## src/rtl/alu_pkg.sv

```systemverilog
// Shared ALU definitions: legal opcode encodings and the opcode legality check
// used by the receive bridge.
package alu_pkg;

    localparam int unsigned ALU_OP_W = 6;

    localparam logic [ALU_OP_W-1:0] OP_ADD = 6'b100000;
    localparam logic [ALU_OP_W-1:0] OP_SUB = 6'b100010;
    localparam logic [ALU_OP_W-1:0] OP_AND = 6'b100100;
    localparam logic [ALU_OP_W-1:0] OP_OR  = 6'b100101;
    localparam logic [ALU_OP_W-1:0] OP_XOR = 6'b100110;
    localparam logic [ALU_OP_W-1:0] OP_NOR = 6'b100111;
    localparam logic [ALU_OP_W-1:0] OP_SRA = 6'b000011;
    localparam logic [ALU_OP_W-1:0] OP_SRL = 6'b000010;

    function automatic logic is_legal_op(input logic [ALU_OP_W-1:0] op);
        case (op)
            OP_ADD, OP_SUB, OP_AND, OP_OR,
            OP_XOR, OP_NOR, OP_SRA, OP_SRL: return 1'b1;
            default:                        return 1'b0;
        endcase
    endfunction

endpackage

```

## src/rtl/interface_rx_if.sv

```systemverilog
// Bundle of UART-side inputs and ALU-side outputs of the receive bridge.
// The bridge takes the slave view; the UART/ALU environment takes the master view.
interface interface_rx_if #(
    parameter int unsigned NB_DATA = 8,
    parameter int unsigned NB_OP   = 6
);
    logic [NB_DATA-1:0] i_rx_data;
    logic               i_rx_done;
    logic               i_tx_full;
    logic [NB_DATA-1:0] o_data_a;
    logic [NB_DATA-1:0] o_data_b;
    logic [NB_OP-1:0]   o_op;
    logic               o_alu_result_ready;
    logic               o_op_error;
    logic               o_timeout;
    logic               o_overrun;

    modport master (
        output i_rx_data, i_rx_done, i_tx_full,
        input  o_data_a, o_data_b, o_op,
        input  o_alu_result_ready, o_op_error, o_timeout, o_overrun
    );

    modport slave (
        input  i_rx_data, i_rx_done, i_tx_full,
        output o_data_a, o_data_b, o_op,
        output o_alu_result_ready, o_op_error, o_timeout, o_overrun
    );
endinterface

```

## src/rtl/interface_rx_timer.sv

```systemverilog
// Inter-byte watchdog: counts enabled cycles since the last clear and flags
// the last allowed cycle when no clear arrives in it.
module rx_timeout_timer #(
    parameter int unsigned TIMEOUT_TICKS = 100000
) (
    input  logic clk_i,
    input  logic rst_ni,
    input  logic clear_i,
    input  logic enable_i,
    output logic expire_o
);
    localparam int unsigned CW = $clog2(TIMEOUT_TICKS);
    localparam logic [CW-1:0] LAST = CW'(TIMEOUT_TICKS - 1);

    logic [CW-1:0] count_q, count_d;

    // A clear in the expiry cycle suppresses expiry, so an arriving byte wins.
    assign expire_o = enable_i && !clear_i && (count_q == LAST);

    always_comb begin
        count_d = count_q;
        if (clear_i || !enable_i || expire_o) begin
            count_d = '0;
        end else begin
            count_d = count_q + CW'(1);
        end
    end

    always_ff @(posedge clk_i) begin
        if (!rst_ni) begin
            count_q <= '0;
        end else begin
            count_q <= count_d;
        end
    end
endmodule

```

## src/rtl/interface_rx.sv

```systemverilog
// Receive-side bridge: gathers operand A, operand B and opcode from the UART,
// validates the opcode and issues the frame to the ALU when TX has room.
module interface_rx #(
    parameter int unsigned NB_DATA       = 8,
    parameter int unsigned NB_OP         = 6,
    parameter int unsigned TIMEOUT_TICKS = 100000
) (
    input logic            i_clk,
    input logic            i_reset_n,
    interface_rx_if.slave  bus
);
    import alu_pkg::*;

    typedef enum logic [1:0] {IDLE, GET_B, GET_OP, ISSUE} state_t;

    state_t             state_q, state_d;
    logic [NB_DATA-1:0] sh_a_q, sh_a_d, sh_b_q, sh_b_d;
    logic [NB_OP-1:0]   sh_op_q, sh_op_d;
    logic [NB_DATA-1:0] data_a_q, data_a_d, data_b_q, data_b_d;
    logic [NB_OP-1:0]   op_q, op_d;
    logic               ready_q, ready_d;
    logic               op_err_q, op_err_d;
    logic               timeout_q, timeout_d;
    logic               overrun_q, overrun_d;
    logic               timer_en, timer_clr, expired, op_legal;

    assign timer_en  = (state_q == GET_B) || (state_q == GET_OP);
    assign timer_clr = bus.i_rx_done;
    assign op_legal  = (bus.i_rx_data[NB_DATA-1:NB_OP] == '0) &&
                       is_legal_op(ALU_OP_W'(bus.i_rx_data[NB_OP-1:0]));

    rx_timeout_timer #(.TIMEOUT_TICKS(TIMEOUT_TICKS)) u_timer (
        .clk_i    (i_clk),
        .rst_ni   (i_reset_n),
        .clear_i  (timer_clr),
        .enable_i (timer_en),
        .expire_o (expired)
    );

    always_comb begin
        state_d   = state_q;
        sh_a_d    = sh_a_q;
        sh_b_d    = sh_b_q;
        sh_op_d   = sh_op_q;
        data_a_d  = data_a_q;
        data_b_d  = data_b_q;
        op_d      = op_q;
        ready_d   = 1'b0;
        op_err_d  = 1'b0;
        timeout_d = 1'b0;
        overrun_d = 1'b0;
        case (state_q)
            IDLE: begin
                if (bus.i_rx_done) begin
                    sh_a_d  = bus.i_rx_data;
                    state_d = GET_B;
                end
            end
            GET_B: begin
                if (bus.i_rx_done) begin
                    sh_b_d  = bus.i_rx_data;
                    state_d = GET_OP;
                end else if (expired) begin
                    timeout_d = 1'b1;
                    state_d   = IDLE;
                end
            end
            GET_OP: begin
                if (bus.i_rx_done) begin
                    if (op_legal) begin
                        sh_op_d = bus.i_rx_data[NB_OP-1:0];
                        state_d = ISSUE;
                    end else begin
                        op_err_d = 1'b1;
                        state_d  = IDLE;
                    end
                end else if (expired) begin
                    timeout_d = 1'b1;
                    state_d   = IDLE;
                end
            end
            ISSUE: begin
                // A byte landing here is dropped, even on the exit cycle.
                overrun_d = bus.i_rx_done;
                if (!bus.i_tx_full) begin
                    data_a_d = sh_a_q;
                    data_b_d = sh_b_q;
                    op_d     = sh_op_q;
                    ready_d  = 1'b1;
                    state_d  = IDLE;
                end
            end
            default: state_d = IDLE;
        endcase
    end

    always_ff @(posedge i_clk) begin
        if (!i_reset_n) begin
            state_q   <= IDLE;
            sh_a_q    <= '0;
            sh_b_q    <= '0;
            sh_op_q   <= '0;
            data_a_q  <= '0;
            data_b_q  <= '0;
            op_q      <= '0;
            ready_q   <= 1'b0;
            op_err_q  <= 1'b0;
            timeout_q <= 1'b0;
            overrun_q <= 1'b0;
        end else begin
            state_q   <= state_d;
            sh_a_q    <= sh_a_d;
            sh_b_q    <= sh_b_d;
            sh_op_q   <= sh_op_d;
            data_a_q  <= data_a_d;
            data_b_q  <= data_b_d;
            op_q      <= op_d;
            ready_q   <= ready_d;
            op_err_q  <= op_err_d;
            timeout_q <= timeout_d;
            overrun_q <= overrun_d;
        end
    end

    assign bus.o_data_a           = data_a_q;
    assign bus.o_data_b           = data_b_q;
    assign bus.o_op               = op_q;
    assign bus.o_alu_result_ready = ready_q;
    assign bus.o_op_error         = op_err_q;
    assign bus.o_timeout          = timeout_q;
    assign bus.o_overrun          = overrun_q;
endmodule
```

## src/flat_wrapper.sv

```systemverilog
// flat-port wrapper written by rule: the top's interface ports become plain ports
module interface_rx_flat import alu_pkg::*;
#(
    parameter int unsigned NB_DATA       = 8,
    parameter int unsigned NB_OP         = 6,
    parameter int unsigned TIMEOUT_TICKS = 100000
)
  (i_clk, i_reset_n, bus_i_rx_data, bus_i_rx_done, bus_i_tx_full, bus_o_data_a, bus_o_data_b, bus_o_op, bus_o_alu_result_ready, bus_o_op_error, bus_o_timeout, bus_o_overrun);
  interface_rx_if #(.NB_DATA(NB_DATA), .NB_OP(NB_OP)) bus_i ();
  input logic i_clk;
  input logic i_reset_n;
  input wire logic [$bits(bus_i.i_rx_data)-1:0] bus_i_rx_data;
  input wire logic [$bits(bus_i.i_rx_done)-1:0] bus_i_rx_done;
  input wire logic [$bits(bus_i.i_tx_full)-1:0] bus_i_tx_full;
  output wire logic [$bits(bus_i.o_data_a)-1:0] bus_o_data_a;
  output wire logic [$bits(bus_i.o_data_b)-1:0] bus_o_data_b;
  output wire logic [$bits(bus_i.o_op)-1:0] bus_o_op;
  output wire logic [$bits(bus_i.o_alu_result_ready)-1:0] bus_o_alu_result_ready;
  output wire logic [$bits(bus_i.o_op_error)-1:0] bus_o_op_error;
  output wire logic [$bits(bus_i.o_timeout)-1:0] bus_o_timeout;
  output wire logic [$bits(bus_i.o_overrun)-1:0] bus_o_overrun;
  assign bus_i.i_rx_data = bus_i_rx_data;
  assign bus_i.i_rx_done = bus_i_rx_done;
  assign bus_i.i_tx_full = bus_i_tx_full;
  assign bus_o_data_a = bus_i.o_data_a;
  assign bus_o_data_b = bus_i.o_data_b;
  assign bus_o_op = bus_i.o_op;
  assign bus_o_alu_result_ready = bus_i.o_alu_result_ready;
  assign bus_o_op_error = bus_i.o_op_error;
  assign bus_o_timeout = bus_i.o_timeout;
  assign bus_o_overrun = bus_i.o_overrun;
  interface_rx #(.NB_DATA(NB_DATA), .NB_OP(NB_OP), .TIMEOUT_TICKS(TIMEOUT_TICKS)) u_core (.i_clk(i_clk), .i_reset_n(i_reset_n), .bus(bus_i));
endmodule
```

## config.mk

```make
export PLATFORM = sky130hd
export DESIGN_NAME = interface_rx_flat
export DESIGN_NICKNAME = d
export VERILOG_FILES = /design/src/rtl/alu_pkg.sv /design/src/rtl/interface_rx_if.sv /design/src/rtl/interface_rx_timer.sv /design/src/rtl/interface_rx.sv /design/src/flat_wrapper.sv
export SDC_FILE = /design/constraint.sdc
export NUM_CORES = 1
export LEC_CHECK = 0
export BUFFER_PORTS_ARGS = -buffer_cell sky130_fd_sc_hd__buf_2
export CAP_MARGIN = 0
export CORE_MARGIN = 1.5
export CORE_UTILIZATION = 50
export CTS_BUF_LIST = sky130_fd_sc_hd__clkbuf_4 sky130_fd_sc_hd__clkbuf_8
export CTS_CLUSTER_SIZE = 24
export DETAILED_ROUTE_END_ITERATION = 12
export PLACE_DENSITY = 0.72
export SLEW_MARGIN = 10
export SYNTH_ARGS = -nofsm -noshare
export SYNTH_HDL_FRONTEND = slang
export SYNTH_SLANG_ARGS = --single-unit
```

## constraint.sdc

```tcl
create_clock -name i_clk -period 5.4 [get_ports i_clk]
set_clock_uncertainty 0.15 [all_clocks]
set_input_delay 0.54 -clock i_clk [delete_from_list [all_inputs] [get_ports i_clk]]
set_output_delay 0.54 -clock i_clk [all_outputs]
set_load 0.05 [all_outputs]
```

==> results of run 1 <==
-- logic make-up (layout without fill, tap and decap cells) --
| group | Yosys count | count (layout) |
|---|---|---|
| xor+xnor | 13 | 13 |
| buf+inv | 26 | 62 |
| simple gates | 154 | 154 |
| compound gates | 61 | 61 |
| flops | 67 | 67 |
| fa+ha+maj | 6 | 6 |
-- metrics by stage --
stage | area, um2 | hold slack, ns | std cells
final | 3113 | 0.3025 | 433
after global routing | 3113 | 0.3217 | 433
after CTS | 3113 | 0.3033 | 433
after detailed placement | 2912 | 0.2930 | 418
after global placement | 2912 | 0.2885 | 418
after floorplan | 2700 | 0.2775 | 327
-- cells in the final DEF, fill, tap and decap left out, types with 2 or more instances in the layout --
cell         n
nand2_1     71
dfxtp_1     67
a21oi_1     48
buf_2       37
nand3_1     26
nor2_1      20
clkbuf_8    11
xnor2_1     10
inv_1        8
nand4_1      7
nor3_1       7
ha_1         6
nor4_1       4
o21ai_0      4
nor2b_1      3
xor2_1       3
and3_1       3
and4_1       2
nor4b_1      2
and4bb_2     2
clkinvlp_4   2
-- path summary, 6_finish.rpt --
path | end | cells past startpoint
max reg2reg | u_core.u_timer.count_q[3]$_SDFF_PP0_ | 4
min reg2reg | u_core.bus.o_op[2]$_SDFFE_PN0P_ | 2
max | u_core.u_timer.count_q[3]$_SDFF_PP0_ | 4
min | u_core.bus.o_op[2]$_SDFFE_PN0P_ | 2
-- final cells by class --
cell class	count	area, um2	area share, %
clock inverters	4	50.05	1.608
inverters	9	33.78	1.085
clock buffers	11	151.4	4.863
flip-flops and latches	67	1341	43.09
multi-input cells	234	1256	40.35
repair buffers	38	192.7	6.190
well taps	70	87.58	2.814
-- power groups by stage --
stage          combinational [mW]  clock [mW]  sequential (mW)
2_1_floorplan              0.0475           0            0.523
3_3_place_gp               0.0671           0            0.522
3_5_place_dp               0.0679           0            0.523
4_1_cts                    0.0682       0.424            0.511
5_1_grt                    0.0775       0.449            0.512
6_report                   0.0683       0.416            0.511
-- critical path, cell delays in order, from the launching register on --
cell,delay [ns]
dfxtp_1,0.38
nor4bb_1,0.52
nand4_1,0.27
nand3_1,0.48
nor2_1,0.10
-- layer usage --
layer / global-route usage [%] / part of all wire (%)
met5: 0 / 0
met4: 12.22 / 2.4
met3: 5.629 / 5.5
met2: 34.38 / 47
met1: 26.26 / 45
-- flip-flops by register name, indices dropped and copies added (netlist names), 2 cells and up --
register and count:
u_core.u_timer.count_q 17, u_core.sh_b_q 8, u_core.state_q 2, u_core.bus.o_data_b 8, u_core.bus.o_data_a 8, u_core.sh_op_q 6, u_core.sh_a_q 8, u_core.bus.o_op 6
==> metrics.md, run 1 <==
| Metric | Value |
|---|---|
| Post-CTS Resized | `0` |
| # setup viols final | `0` |
| Starting Density | `52.20%` |
| Detail Route Antenna Nets | `0` |
| Top_reg_cell synth | `dfxtp_1` |
| Final worst slack | `3.361 ns` |
| Top cells by count, synth | `nand2_1 (71), dfxtp_1 (67), a21oi_1 (48), nand3_1 (26), nor2_1 (20)` |
| Post-synth EDFFs | `0` |
| DIE AREA | `5850 um2` |
| Power Dens Cells | `319.9 nW/um2` |
| Kind of critical path | `flop to flop` |
| CP required | `5.45 ns` |
| Top cell type's share of synthesized area | `49.68%` |
| Iter 0 DRT Violations | `182` |
| Net Sw Frac | `23.58%` |
| Post-Route Utilization | `60.18%` |
| Row Count | `26` |
| Largest net degree at the start of global routing | `46` |
| Post-CTS Setup Inserts | `0` |
| Crit share post-route | `37.77%` |
| CTS tree | `done` |
| Chip width | `76.49 um` |
| Post-synthesis sequential area ratio | `49.68%` |
| Yosys reg bits | `67` |
| Flop2flop setup slack | `3.36 ns` |
| CTS buffer count | `9` |
| First-pass GRT wire length | `9949 um` |
| Number of global-route vias before repair | `2172` |
| Longest Clk Path Bufs | `2` |
| Post-route DRC | `0` |
| Hold Crit Class | `flop to flop` |
| # H-tree levels | `3` |
| Setup tns final | `0 ns` |
| RSZ-0062 raised after global routing | `false` |
| Via/cell ratio | `5.333` |
| Most frequent cell after synthesis | `nand2_1` |
| Max-cap violation count | `0` |
| Hold path startpoint | `u_core.bus.o_op[2]$_SDFFE_PN0P_` |
| Clock Power Share | `41.8%` |
| Max Freq | `490.3 MHz` |
| DP Worst Slack | `3.299 ns` |
| Nature of the critical path startpoint | `flop` |
| Worst Tran Pin Value | `0.8433 ns` |
| Mapped cell area | `2700 um2` |
| Final hold violations | `0` |
| Clock transition at the registers of the reported paths | `0.07 ns` |
| Largest family of logic cells by synthesized area | `simple AND/OR/NAND/NOR gates` |
| Worst setup EP type | `flop` |
| Data arrival time of the worst path | `2.09 ns` |
| Synth Area in Adders | `2.780%` |
| GPL Wtd Cong | `0.7863` |
| Post-Syn Nets | `345` |
| Routed WL | `5610 um` |
| Remaining Overflow, GRT | `0` |
| Ys Warns | `0` |
| Cells after Synth | `327` |
| ANT cells | `0` |
| Internal | `0.7609 mW` |
| Nets | `377` |
| Buffers on Ports | `37` |
| Max-slew headroom | `43.78%` |
| Layout fillers | `485` |
| CTS sink count | `67` |
| Comb power frac | `6.9%` |
| Initial antenna violation count | `0` |
| Wire length per cell | `12.96 um` |
| Worst Setup SP | `u_core.u_timer.count_q[15]$_SDFF_PP0_` |
| Switch Pwr | `0.2348 mW` |
| Syn Area/Cell | `8.257 um2` |
| Top-level I/O count | `38` |
| Synth async-reset ratio | `0%` |
| Post-synthesis simple-gate area fraction | `26.97%` |
| P&R area growth vs syn | `15.29%` |
| Post-synthesis mux area share | `0%` |
| Proportion of layout cells with a drive suffix above 1 | `15.98%` |
| Post-synthesis xor/xnor area fraction | `4.217%` |
| Pleak | `1.119 nW` |
| Final worst path period need | `2.039 ns` |
| DR pass1 iterations | `4` |
| Clock root buffer | `clkbuf_8` |
| Flop pwr share | `51.4%` |
| Clock latency on the worst-skew pair | `0.34 ns` |
| Status | `finished clean` |
| GRT Total Usage | `21.53%` |
| Die height | `76.49 um` |
| Largest cells by area after synthesis | `dfxtp_1 (50%), nand2_1 (9.9%), a21oi_1 (8.9%)` |
| Reg2reg start | `u_core.u_timer.count_q[15]$_SDFF_PP0_` |
| Core area | `5172 um2` |
| Max-slew violations | `0` |
| Compound-cell area share of the yosys netlist | `12.56%` |
| DR vias | `2309` |
| CTS Hold Bufs | `0` |
| PnR Total Power | `0.9957 mW` |
| Synth unique cells | `39` |
| Worst-path fanout max | `15` |
| Worst vdd ir | `0.0001817 V` |
| Cell taking the most area after synthesis | `dfxtp_1` |
| Dpl hpwl | `3806 um` |
Note: power is estimated with default switching activity, not from simulation.
==> inputs of run 2 (changes only) <==
- ABC_AREA: not set -> 1
- clock period: 5.4 -> 1.9 ns (I/O delays scaled with it)
==> run 2 against run 1 <==
Effect of this change: maximum frequency up 17%; die area down 0.44%; sequential power grew to 2.9 times the previous value; final cell count up 9.2%; setup slack got worse by 3.2 ns; critical path depth grew 7; largest power group is now clock; global-route usage is 0.99 points lower; non-clock buffer count grew 11; combinational power grew to 2.6 times the previous value; routed wire length is 2.2% lower.
==> metrics.md, run 2 <==
| Metric | Value |
|---|---|
| Clock transition at the registers of the reported paths | `0.07 ns (about the same)` |
| Post-route DRC | `0 (unchanged)` |
| Largest cells by area after synthesis | `dfxtp_1 (50%), nor2_1 (9.5%), o21ai_0 (8.4%)` |
| Biggest register | `u_core.u_timer.count_q` |
| Net Sw Frac | `20.55% (-3.0 points)` |
| Cells after Synth | `350 (+7.0%)` |
| Kind of critical path | `flop to flop` |
| Worst setup EP type | `flop` |
| Hold depth | `3 (+1)` |
| Wire length per cell | `11.59 um (-11%)` |
| Max Freq | `571.6 MHz (+17%)` |
| Via/cell ratio | `4.860 (-8.9%)` |
| Top_reg_cell synth | `dfxtp_1` |
| Clock latency on the worst-skew pair | `0.34 ns (about the same)` |
| Post-CTS Setup Inserts | `0 (unchanged)` |
| Top-level I/O count | `38 (unchanged)` |
| GPL Wtd Cong | `0.8158 (+3.8%)` |
| Critical path's slowest cell | `dfxtp_1` |
| Die height | `76.32 um (-0.22%)` |
| Flop2flop setup slack | `0.15 ns (-3.21 ns)` |
| Power Dens Cells | `992.9 nW/um2 (+210%)` |
| Clock Power Share | `49.7% (+7.9 points)` |
| Cell taking the most area after synthesis | `dfxtp_1` |
| Buffers on Ports | `37 (unchanged)` |
| Worst Reg-to-Reg Cells | `11 (+7)` |
| Yosys reg bits | `67 (unchanged)` |
| Worst vdd ir | `0.0005865 V (+220%)` |
| Delay-heaviest family, CP | `buffers and inverters` |
| CTS buffer count | `9 (unchanged)` |
| WP buf/inv | `5 (+5)` |
| Syn Area/Cell | `7.679 um2 (-7.0%)` |
| Number of global-route vias before repair | `2219 (+2.2%)` |
| Synth async-reset ratio | `0% (unchanged)` |
| Mapped cell area | `2688 um2 (-0.46%)` |
| GRT Total Usage | `20.55% (-0.99 points)` |
| Largest net degree at the start of global routing | `25 (-46%)` |
| Final worst slack | `0.1505 ns (-3.210 ns)` |
| Nets | `416 (+10%)` |
| Core area | `5140 um2 (-0.63%)` |
| Row Count | `26 (unchanged)` |
| Post-synth EDFFs | `0 (unchanged)` |
| Longest Clk Path Bufs | `2 (unchanged)` |
| # H-tree levels | `3 (unchanged)` |
| Starting Density | `52.29% (+0.087 points)` |
| Switch Pwr | `0.6730 mW (+190%)` |
| DP Worst Slack | `0.1978 ns (-3.101 ns)` |
| CP required | `2.02 ns (-3.43 ns)` |
| Chip width | `76.32 um (-0.22%)` |
| Post-Syn Nets | `368 (+6.7%)` |
| Crit share post-route | `92.08% (+54 points)` |
| CTS tree | `done` |
| DR pass1 iterations | `4 (unchanged)` |
| Comb power frac | `5.5% (-1.4 points)` |
| Detail Route Antenna Nets | `0 (unchanged)` |
| Max-slew violations | `0 (unchanged)` |
| Initial antenna violation count | `0 (unchanged)` |
| Status | `finished clean` |
| Synth unique cells | `27 (-31%)` |
| DR vias | `2299 (-0.43%)` |
| Iter 0 DRT Violations | `169 (-7.1%)` |
| Hold Crit Class | `input pin to flop` |
| Top cells by count, synth | `nor2_1 (68), dfxtp_1 (67), o21ai_0 (45), nand2_1 (43), inv_1 (38)` |
| # setup viols final | `0 (unchanged)` |
| Max FFs per register | `17 (unchanged)` |
| ANT cells | `0 (unchanged)` |
| Nature of the critical path startpoint | `flop` |
| PnR Total Power | `3.275 mW (+230%)` |
| Routed WL | `5484 um (-2.2%)` |
| Internal | `2.602 mW (+240%)` |
| Hold path startpoint | `bus_i_rx_data[2]` |
| P&R area growth vs syn | `22.72%` |
| Highest-count cells in the layout ignoring fill and taps | `nor2_1 (68), dfxtp_1 (67), o21ai_0 (45)` |
| CTS sink count | `67 (unchanged)` |
| Post-synthesis sequential area ratio | `49.91% (+0.23 points)` |
| Clock root buffer | `clkbuf_8` |
| Worst path max stage delay | `0.38 ns (-0.14 ns)` |
| Max-cap violation count | `0 (unchanged)` |
| Worst Tran Pin Value | `0.6503 ns (-0.1929 ns)` |
| Most frequent cell after synthesis | `nor2_1` |
| Top cell type's share of synthesized area | `49.91% (+0.23 points)` |
| Final worst path period need | `1.749 ns (-0.2899 ns)` |
| Setup tns final | `0 ns (unchanged)` |
| Max-slew headroom | `56.60% (+13 points)` |
| Crit-path cells | `inv_1, ha_1, inv_1, nor2_1, nand2_1, inv_1, nand2_1, buf_4, inv_1, nand2_1, nor2_1` |
| Data arrival time of the worst path | `1.87 ns (-0.22 ns)` |
| Flop pwr share | `44.8% (-6.6 points)` |
| Ys Warns | `0 (unchanged)` |
| Reg2reg end | `u_core.u_timer.count_q[3]$_SDFF_PP0_` |
| Pleak | `1.541 nW (+38%)` |
| First-pass GRT wire length | `9632 um (-3.2%)` |
| RSZ-0062 raised after global routing | `false` |
| Remaining Overflow, GRT | `0 (unchanged)` |
| Worst-path fanout max | `9 (-6)` |
| Worst Hold End | `u_core.sh_a_q[2]$_SDFFE_PN0P_` |
| DIE AREA | `5824 um2 (-0.44%)` |
| Reg2reg start | `u_core.state_q[0]$_SDFFE_PN0P_` |
| Dpl hpwl | `3833 um (+0.70%)` |
| Proportion of layout cells with a drive suffix above 1 | `17.62% (+1.6 points)` |
| Post-Route Utilization | `64.17% (+4.0 points)` |
| Most frequent cell on the critical path | `inv_1` |
| Final hold violations | `0 (unchanged)` |
| Commonest non-fill, non-tap cell in the layout | `nor2_1` |
run 2: cell types whose count changed after synthesis, moves of 5 or more:
cell      previous run  this run
a21oi_1             48        29
clkbuf_1            13         8
inv_1                8        38
nand2_1             71        43
nand3_1             26         9
nor2_1              20        68
o21ai_0              4        45
xnor2_1             10         0
run 2: power by group through the flow:
stage / clock network, mW / logic, mW / registers (mW)
after global routing: 1.71 / 0.204 / 1.47
after global placement: 0 / 0.167 / 1.50
after CTS: 1.64 / 0.180 / 1.47
after detailed placement: 0 / 0.170 / 1.50
after floorplan: 0 / 0.112 / 1.51
final: 1.63 / 0.180 / 1.47
run 2: metrics by stage:
step | std cells | instance area (um2) | hold slack, ns
3_5_place_dp | 451 | 2954 | 0.2908
6_report | 473 | 3298 | 0.003934
4_1_cts | 473 | 3293 | 0.002026
3_3_place_gp | 451 | 2954 | 0.2809
2_1_floorplan | 350 | 2688 | 0.1999
5_1_grt | 473 | 3298 | 0.01602
run 2: metal layers:
metal,track usage (%),wire [um],share of wire (%)
met1,26.86,2746,50
met2,32.05,2434,44
met3,6.108,250,4.6
met4,7.778,52,0.95
met5,0,0,0
run 2: cell families (layout without fill, tap and decap cells):
group,Yosys count,in the layout,synth area share [%]
compound gates,76,76,14.39
xor+xnor,4,4,1.303
fa+ha+maj,6,6,2.793
buf+inv,50,103,7.216
flops,67,67,49.91
simple gates,147,147,24.39
run 2: what timing repair did:
| action | 4_1_cts | 5_1_grt |
|---|---|---|
| endpoints found under the hold margin | 10 | 0 |
| endpoints found under the setup margin | 0 | 4 |
| resized for setup | 0 | 1 |
| hold buffers | 6 | 0 |
run 2: how the worst max path moves through the flow:
stage	startpoint	to	slack, ns	depth (start not counted)
finish	u_core.state_q[0]$_SDFFE_PN0P_	u_core.u_timer.count_q[3]$_SDFF_PP0_	0.15	11
global route	u_core.state_q[0]$_SDFFE_PN0P_	u_core.u_timer.count_q[3]$_SDFF_PP0_	0.002	11
CTS	u_core.state_q[0]$_SDFFE_PN0P_	u_core.u_timer.count_q[3]$_SDFF_PP0_	0.15	11
detailed placement	u_core.state_q[0]$_SDFFE_PN0P_	u_core.u_timer.count_q[16]$_SDFF_PP0_	0.20	11
global placement	u_core.state_q[0]$_SDFFE_PN0P_	u_core.u_timer.count_q[16]$_SDFF_PP0_	0.26	11
floorplan	u_core.state_q[0]$_SDFFE_PN0P_	u_core.u_timer.count_q[14]$_SDFF_PP0_	0.35	9
run 2: cell type report:
class	instances	area, um2
clock buffers	12	158.9
clock inverters	4	120.1
multi-input cells	233	1157
inverters	38	142.6
well taps	70	87.58
fillers	468	1842
flip-flops and latches	67	1341
repair buffers	49	290.3
run 2: worst reg2reg max path: stages, from the launching register on:
cell     delay, ns
dfxtp_1       0.38
inv_1         0.11
ha_1          0.29
inv_1         0.04
nor2_1        0.11
nand2_1       0.08
inv_1         0.06
nand2_1       0.07
buf_4         0.17
inv_1         0.09
nand2_1       0.05
nor2_1        0.08
